## config.mk

```make
export PLATFORM = sky130hd
export DESIGN_NAME = booth_dot_acc
export DESIGN_NICKNAME = d
export VERILOG_FILES = /design/src/rtl/booth_dot_acc.sv
export SDC_FILE = /design/constraint.sdc
export NUM_CORES = 1
export LEC_CHECK = 0
export ABC_AREA = 1
export BUFFER_PORTS_ARGS = -buffer_cell sky130_fd_sc_hd__buf_4
export CORE_MARGIN = 3
export CORE_UTILIZATION = 56
export DETAILED_ROUTE_END_ITERATION = 6
export MAX_ROUTING_LAYER = met4
export PLACE_DENSITY = 0.8
export SLEW_MARGIN = 20
export SYNTH_ARGS = -nofsm -noshare
export SYNTH_HDL_FRONTEND = slang
export SYNTH_SLANG_ARGS = --single-unit
```

## constraint.sdc

```tcl
create_clock -name clk -period 2.8 [get_ports clk]
set_clock_uncertainty 0.1 [all_clocks]
set_input_delay 0.56 -clock clk [delete_from_list [all_inputs] [get_ports clk]]
set_output_delay 0.56 -clock clk [all_outputs]
set_load 0.01 [all_outputs]
```

## src/rtl/booth_dot_acc.sv

```systemverilog
// rtl/booth_dot_acc.sv - dot-product accumulator around a combinational 32x32 unsigned multiplier
// Optional BOOTH_DOT_SAT_EN: accumulator saturates to all-ones on carry-out instead of wrapping.
module booth_dot_acc #(
  parameter int WIDTH     = 32,
  parameter int ACC_WIDTH = 80,
  parameter int LEN_WIDTH = 8
) (
  input  logic                 clk,
  input  logic                 rst,
  input  logic                 start,
  input  logic [LEN_WIDTH-1:0] len,
  output logic                 busy,
  input  logic                 op_valid,
  output logic                 op_ready,
  input  logic [WIDTH-1:0]     op_x,
  input  logic [WIDTH-1:0]     op_y,
  output logic [WIDTH-1:0]     mul_x,
  output logic [WIDTH-1:0]     mul_y,
  input  logic [2*WIDTH-1:0]   mul_result,
  output logic                 res_valid,
  input  logic                 res_ready,
  output logic [ACC_WIDTH-1:0] res_data,
  output logic                 res_ovf
);

  typedef enum logic [1:0] {IDLE, RUN, DRAIN, DONE} state_t;

  state_t               state, state_nx;
  logic [LEN_WIDTH-1:0] len_q;
  logic [LEN_WIDTH-1:0] count;
  logic [ACC_WIDTH-1:0] acc;
  logic                 pend;
  logic                 ovf;
  logic                 xfer;
  logic [ACC_WIDTH:0]   sum;

  // Extra top bit of the sum is the accumulator carry-out
  assign sum = {1'b0, acc} + (ACC_WIDTH+1)'(mul_result);

  always_comb begin
    state_nx  = state;
    busy      = (state != IDLE);
    op_ready  = (state == RUN) && (count < len_q);
    res_valid = (state == DONE);
    xfer      = op_valid && op_ready;
    case (state)
      IDLE: begin
        if (start) state_nx = (len != '0) ? RUN : DONE;
      end
      RUN: begin
        if (xfer && (count + LEN_WIDTH'(1) == len_q)) state_nx = DRAIN;
      end
      DRAIN: state_nx = DONE;
      DONE: begin
        if (res_ready) state_nx = IDLE;
      end
      default: state_nx = IDLE;
    endcase
  end

  always_ff @(posedge clk) begin
    if (rst) begin
      state <= IDLE;
      mul_x <= '0;
      mul_y <= '0;
      acc   <= '0;
      count <= '0;
      len_q <= '0;
      pend  <= 1'b0;
      ovf   <= 1'b0;
    end else begin
      state <= state_nx;
      pend  <= xfer;
      // The product registered last cycle is added one cycle after acceptance
      if (pend) begin
        if (sum[ACC_WIDTH]) begin
          ovf <= 1'b1;
`ifdef BOOTH_DOT_SAT_EN
          acc <= '1;
`else
          acc <= sum[ACC_WIDTH-1:0];
`endif
        end else begin
          acc <= sum[ACC_WIDTH-1:0];
        end
      end
      if (xfer) begin
        mul_x <= op_x;
        mul_y <= op_y;
        count <= count + LEN_WIDTH'(1);
      end
      if ((state == IDLE) && start) begin
        len_q <= len;
        count <= '0;
        acc   <= '0;
        ovf   <= 1'b0;
      end
    end
  end

  assign res_data = acc;
  assign res_ovf  = ovf;

endmodule
```

Word-level counts from Yosys, hierarchy flattened:

Index checks and enable logic that the tools add are counted.

* $add $sub $neg: 2
* magnitude comparators: 1
* equality and inequality tests: 7
* muxes and demuxes: 5
* reductions and logical operators: 10

Operator list (number)
* $add 80x64->81: 1
* $add 8x1->8 const B: 1
* $eq 8x8->1: 1
* $lt 8x8->1: 1
* $mux 2: 4
* $pmux 2 s4: 1
* $reduce_bool 8->1: 1
* $eq 2x2->1 const B: 2
* $logic_and 1x1->1: 4
* $ne 2x1->1 const B: 2
* $reduce_and 3->1: 1
* $eq 2x1->1 const B: 1
* $logic_not 2->1: 1
* $ne 2x2->1 const B: 1
* $reduce_and 2->1: 1
* $reduce_bool 2->1: 1
* $reduce_or 2->1: 1

* flip-flop bits (word level): 164
* input bits: 141
* output and inout port bits: 148
* word-level logic and storage cells: 33

Depth between registers and ports, before layout:

Gate-level depths: netlist of the first run.

* word-level depth: 6
* gate-level depth with buffers: 17
* depth with buffers taken out: 17

Worst setup path before layout of the first run:

OpenSTA, ideal clock, no wires.

* path type: in2reg
* from: in mul_result[0]
* to: reg acc[38] (netlist: res_data[38])
* data arrival time: 2202 ps
* slack: 389 ps
* stages on the path: 15
* path buffers: 0
* cells stage by stage: ha_1 > fa_1 > nand3_1 > nand2_2 > nand2_1 > nand2_2 > nand2_1 > nand2_2 > nand2_1 > nand2_2 > a21oi_2 > xor2_1 > nand2_1 > nand2_1 > inv_1

* cells in the longest elaborated chain, start to end: 1

RTL lines
* start: declaration: RTL line 19 `input logic [2*WIDTH-1:0] mul_result,`
* $add 80x64->81: RTL line 38 `assign sum = {1'b0, acc} + (ACC_WIDTH+1)'(mul_result);`
* end signal: assignment: RTL line 81 `acc <= sum[ACC_WIDTH-1:0];`
* end signal: assignment: RTL line 84 `acc <= sum[ACC_WIDTH-1:0];`
* end: declaration: RTL line 31 `logic [ACC_WIDTH-1:0] acc;`

Every way passes these cells.
A chain may end at the register's enable or synchronous reset.

Worst setup path in the final report of the first run:

* from: reg acc[46] (netlist: res_data[46])
* to: reg acc[63] (netlist: res_data[63])

* cells in the longest elaborated chain, start to end: 1

RTL lines (RTL line)
* $add 80x64->81: 38

Every way passes these cells.

==> results of run 1 <==
per-stage QoR:
stage          std cells  power, mW
2_1_floorplan       2243      5.355
3_5_place_dp        2954      7.207
6_report            2986      9.771
5_1_grt             2986      10.27
3_3_place_gp        2954      7.011
4_1_cts             2986      9.676
worst reg2reg max path: stages, from the launching register on:
cell and delay (ns):
dfxtp_1 0.45, ha_1 0.29, buf_4 0.15, nand2_1 0.05
nand2_1 0.07, a21oi_1 0.31, nand2_1 0.17, a21oi_1 0.26
inv_1 0.16, a21oi_1 0.24, nand2_1 0.08, nand2_1 0.06
nand3_1 0.06, nand2_1 0.09, inv_1 0.03
cells in the final DEF, fill, tap and decap left out, drive strengths merged:
cell    count
nor2      467
nand4      18
nor3       15
a21oi     124
dfxtp     164
a31o        1
nand3      98
fa          1
nor4        7
buf       448
o22ai       1
clkinv     13
o21bai     14
nand2     612
clkbuf     18
a21o        1
a21boi      1
a31oi       1
ha         78
inv       376
o21ai     164
xnor3       1
o21a        4
nand3b      2
xor2       39
xnor2       3
and2        2
layer usage:
metal,up-vias,GRT usage (%),part of all wire (%)
li1,7767,-,-
met1,7399,49.66,38
met2,863,71.16,47
met3,195,5.983,8.9
met4,0,21.05,5.8
met5,-,-,0
kinds of logic after synthesis:
logic type	count (synthesis)	synth area share, %
AOI/OAI and AO/OA	311	12.80
xor gates and xnor gates	43	2.961
adders and majority gates	79	7.555
buffers and inverters	425	12.23
DFF	164	24.91
and+or+nand+nor	1221	39.54
power groups by stage:
stage	registers [mW]	logic, mW	clock network [mW]
3_5_place_dp	3.09	4.12	0
4_1_cts	3.05	4.15	2.47
6_report	3.07	4.23	2.47
3_3_place_gp	3.06	3.95	0
5_1_grt	3.11	4.59	2.57
2_1_floorplan	3.19	2.17	0
registers in the layout (all words and copies together) (netlist names):
signal	count
count	8
res_data	80
mul_y	32
mul_x	32
state	2
res_ovf	1
pend	1
len_q	8
area by class of cell:
type,count,area [um^2]
Fill cell,1756,5528
Clock inverter,14,162.7
Inverter,375,1408
Sequential cell,164,3287
Multi-Input combinational cell,1654,8299
Tap cell,313,391.6
Clock buffer,18,439.2
Timing Repair Buffer,448,3401
timing repair:
action,4_1_cts,5_1_grt
gates resized for setup,0,2
setup endpoints to repair,0,2
setup buffers,0,0
path summary, 6_finish.rpt:
path	cells after the start	endpoint	slack (ns)
worst min-delay path	2	pend	0.23
worst max-delay path	14	res_data[63]	0.12
worst max register to register	14	res_data[63]	0.12
worst min register to register	2	res_ovf	0.37
==> results.txt, run 1 <==
CTS buffer count -> 17
Core ar. -> 22,920 um^2
Worst-Margin Slew -> 0.6502 ns
Top cells by area, synth -> dfxtp_1, nand2_1, nor2_1, inv_1, ha_1
Clk slew on worst S/H paths -> 0.08 ns
CP bufs+invs -> 3
Synthesis-to-layout area growth -> 31.90%
Hold Violations, Final -> 0
Clock sinks -> 164
Slew Viols, Final -> 0
Post-DP Area -> 16,780 um^2
MaxCap Viol Count -> 0
Delay-heaviest family, CP -> compound AO/OA/AOI/OAI gates
Synth area leader -> dfxtp_1
Root buf cell -> clkbuf_16
Initial core utilization -> 57.53%
Post-synth design cell area -> 13,180 um^2
Reg2reg start -> res_data[46]
Starting DRT DRC Count -> 1,491
Switching Share -> 42.28%
Initial antenna violation count -> 0
Final core occ -> 75.88%
Outcome -> finished, final reports clean
Comb power frac -> 43.3%
Cell-internal power -> 5.639 mW
Clk Latency, worst-skew pair -> 0.44 ns
Drt wl/cell -> 18.08 um
Row cnt -> 55
Final WS setup -> 0.1235 ns
Die area -> 25,420 um^2
Seq/Total Area, Yosys -> 24.91%
Final setup fails -> 0
Total Routing Usage GR -> 42.34%
Clock Power Share -> 25.3%
Fin Setup TNS -> 0 ns
FMAX -> 0.3736 GHz
HP Class -> in -> reg
Final ANT Viol Nets -> 0
Clk buf depth -> 2
Setup Slack @ Placement -> -0.08908 ns
Most frequent cells after synthesis -> nand2_1, nor2_1, inv_1
Vias per cell -> 5.433
Leakage -> 9.423 nW
Via count -> 16,224
P per Cell Area -> 561.9 nW/um^2
Syn_nets -> 2,463
CTS tree -> built
Sequential share of power -> 31.4%
Register bit total from synthesis -> 164
Crit path from -> res_data[46]
CP endpoint kind -> register
GRT Residual Overflow -> 0
CP Max Fanout -> 3
Crit path required time -> 3.03 ns
RSZ-0062 raised after global routing -> no
Startpoint Class -> register
Top-count cell post-synth -> nand2_1
Die span in y -> 159.4 um
Critical path class -> reg -> reg
Number of synthesized flops with an enable pin -> 0
IO Pins -> 289
Worst slew margin -> 56.59%
CP peak stage delay -> 0.45 ns
Count of different cell masters after synthesis -> 42
Most used cell along the critical path -> nand2_1
Cts-stage hold buffer count -> 0
DRC Markers -> 0
Min cycle time layout -> 2.677 ns
Share of the synthesized area in the top cell type -> 24.91%
Leading register cell type out of synthesis -> dfxtp_1
Vias in the first global route -> 15,975
WHS -> 0.2336 ns
Post-Syn Instances -> 2,243
Post-synth ARST share -> 0%
Design area -> 17,390 um^2
Warnings from Yosys -> 0
H-tree Lvls -> 4
Ant. Diodes -> 0
Max rail drop VDD -> 0.4926 mV
Slowest CP cell -> dfxtp_1
Placer's final routability congestion estimate -> 1.129
First-pass detailed-route iteration total -> 6
WP data arrival -> 2.91 ns
Net Sw Power -> 4.131 mW
Drt total wl -> 53,980 um
Hpwl dp -> 43,840 um
Final-stage net count -> 2,880
Syn avg cell area -> 5.877 um^2
Layout cells sized above 1 -> 24.17%
IO Port Bufs -> 288
Crit path cell chain -> ha_1, buf_4, nand2_1, nand2_1, a21oi_1, nand2_1, a21oi_1, inv_1, a21oi_1, nand2_1, nand2_1, nand3_1, nand2_1, inv_1
Final Cycle Share -> 95.59%
First-pass GRT wire length -> 83,510 um
HP Start -> rst
Largest net degree at the start of global routing -> 120
Die width -> 159.4 um
No activity file was read; power rests on OpenSTA's default activity.
==> inputs of run 2 (changes only) <==
--- a/config.mk
+++ b/config.mk
@@ -8,10 +8,10 @@
 export ABC_AREA = 1
 export BUFFER_PORTS_ARGS = -buffer_cell sky130_fd_sc_hd__buf_4
 export CORE_MARGIN = 3
-export CORE_UTILIZATION = 56
+export CORE_UTILIZATION = 40
 export DETAILED_ROUTE_END_ITERATION = 6
 export MAX_ROUTING_LAYER = met4
-export PLACE_DENSITY = 0.8
+export PLACE_DENSITY = 0.6
 export SLEW_MARGIN = 20
 export SYNTH_ARGS = -nofsm -noshare
 export SYNTH_HDL_FRONTEND = slang
==> run 2 against run 1 <==
  * Power increased by 0.34%
  * Largest power group unchanged
  * Worst hold slack worse by 0.062 ns
  * Combinational power about the same
  * Highest routed layer unchanged
==> results.txt, run 2 (same netlist as run 1, synthesis figures left out) <==
Outcome -> finished, final reports clean
Fin Setup TNS -> 0 ns (unchanged)
Max rail drop VDD -> 0.5710 mV (+16%)
Fin cells -> 3,174 (+6.3%)
Via count -> 15,564 (-4.1%)
Row cnt -> 65 (+18%)
Total Routing Usage GR -> 31.37% (-11 points)
Clock Power Share -> 25.9% (+0.6 points)
First-pass detailed-route iteration total -> 6 (unchanged)
First-pass GRT wire length -> 83,650 um (+0.17%)
CTS tree -> built
Most common cell after layout, fill and taps aside -> nand2_1
IO Port Bufs -> 288 (unchanged)
Clk Latency, worst-skew pair -> 0.47 ns (+0.03 ns)
H-tree Lvls -> 4 (unchanged)
Initial antenna violation count -> 1 (+1)
Clock sinks -> 164 (unchanged)
Leakage -> 9.764 nW (+3.6%)
Slew Viols, Final -> 0 (unchanged)
Crit path required time -> 3.06 ns (+0.03 ns)
Initial core utilization -> 41.14% (-16 points)
Final core occ -> 56.33% (-20 points)
Switching Share -> 40.28% (-2.0 points)
Placer's final routability congestion estimate -> 0.9938 (-12%)
Met1 Track Usage GR -> 38.52% (-11 points)
Layout cells sized above 1 -> 26.00% (+1.8 points)
Number of gates resized after CTS -> 0 (unchanged)
Post-DP Area -> 17,450 um^2 (+4.0%)
HP Class -> in -> reg
Comb power frac -> 43.2% (about the same)
Sequential share of power -> 30.9% (-0.5 points)
Final ANT Viol Nets -> 0 (unchanged)
Hold Violations, Final -> 0 (unchanged)
Worst-Margin Slew -> 0.7864 ns (+0.1362 ns)
P per Cell Area -> 543.1 nW/um^2 (-3.3%)
Synthesis-to-layout area growth -> 36.93%
Drt total wl -> 54,510 um (+0.99%)
Hpwl dp -> 44,910 um (+2.4%)
Final Cycle Share -> 95.44% (-0.15 points)
Net Sw Power -> 3.949 mW (-4.4%)
DRC Markers -> 0 (unchanged)
Cells after DPL -> 3,141 (+6.3%)
MaxCap Viol Count -> 0 (unchanged)
Root buf cell -> clkbuf_16
Register area -> 3287 um^2 (unchanged)
Cell-internal power -> 5.855 mW (+3.8%)
WHS -> 0.1716 ns (-0.06195 ns)
Die area -> 35,170 um^2 (+38%)
Vias per cell -> 4.904 (-9.8%)
Grt met2 use -> 52.27% (-19 points)
Vias in the first global route -> 15,339 (-4.0%)
Largest net degree at the start of global routing -> 75 (-38%)
Critical path class -> reg -> reg
Min cycle time layout -> 2.672 ns (-0.004218 ns)
R2r setup slk -> 0.13 ns (about the same)
Core ar. -> 32,040 um^2 (+40%)
Total power -> 9.804 mW (+0.34%)
Gr busiest metal -> met2
FMAX -> 0.3742 GHz (+0.16%)
RSZ-0062 raised after global routing -> no
Setup Slack @ Placement -> -0.1616 ns (-0.07248 ns)
Worst slew margin -> 47.25% (-9.3 points)
Clk slew on worst S/H paths -> 0.07 ns (about the same)
Final WS setup -> 0.1277 ns (+0.004218 ns)
IO Pins -> 289 (unchanged)
Number of flip-flops in the largest register -> 80 (unchanged)
# fillers -> 3,357 (+91%)
GRT met3 Usage -> 5.702% (-0.28 points)
Most frequent cells in the layout -> nand2_1, buf_4, nor2_1
Starting DRT DRC Count -> 1,019 (-32%)
CP Max Fanout -> 4 (+1)
CP endpoint kind -> register
CTS buffer count -> 17 (unchanged)
Post-CTS setup buffers -> 0 (unchanged)
Cts-stage hold buffer count -> 0 (unchanged)
Startpoint Class -> register
WP data arrival -> 2.93 ns (+0.02 ns)
Die width -> 187.5 um (+18%)
Final setup fails -> 0 (unchanged)
Die span in y -> 187.5 um (+18%)
GRT Residual Overflow -> 0 (unchanged)
Area of the multi-input gates -> 8300 um^2 (about the same)
Clk buf depth -> 2 (unchanged)
Design area -> 18,050 um^2 (+3.8%)
Final-stage net count -> 2,945 (+2.3%)
Drt wl/cell -> 17.17 um (-5.0%)
-- run 2: final timing paths --
path | from | end | depth (start not counted)
setup / recovery | res_data[0] | res_data[51] | 15
hold / removal | rst | pend | 2
setup reg to reg | res_data[0] | res_data[51] | 15
hold reg to reg | res_ovf | res_ovf | 2
-- run 2: cell type report --
class	count	area share, %
inverters	375	7.798
well taps	435	3.015
clock buffers	18	2.377
diodes	1	0.01386
clock inverters	14	0.9219
flip-flops and latches	164	18.21
repair buffers	513	21.68
multi-input cells	1654	45.98
-- run 2: worst max-delay path: stages, from the launching register on --
cell	delay, ns
dfxtp_1	0.37
ha_1	0.32
buf_4	0.20
nand3_1	0.09
nand3_2	0.11
nand2_1	0.07
nand2_2	0.15
nand2_1	0.09
nand2_2	0.12
nand2_1	0.07
nand2_1	0.23
nand4_1	0.27
nand3_1	0.17
nand3_1	0.09
nand2_1	0.09
inv_1	0.04
-- run 2: routing by layer --
| metal | part of all wire (%) | vias to the layer above |
|---|---|---|
| met5 | 0 | - |
| met1 | 44 | 7113 |
| met3 | 6.1 | 71 |
| met4 | 2.8 | 0 |
| li1 | - | 7891 |
| met2 | 47 | 489 |
-- run 2: power by group through the flow --
stage | logic (mW) | clock network [mW] | registers (mW)
finish | 4.24 | 2.54 | 3.03
global route | 4.70 | 2.68 | 3.08
CTS | 4.24 | 2.60 | 3.03
detailed placement | 4.22 | 0 | 3.07
global placement | 4.18 | 0 | 3.05
floorplan | 2.17 | 0 | 3.19
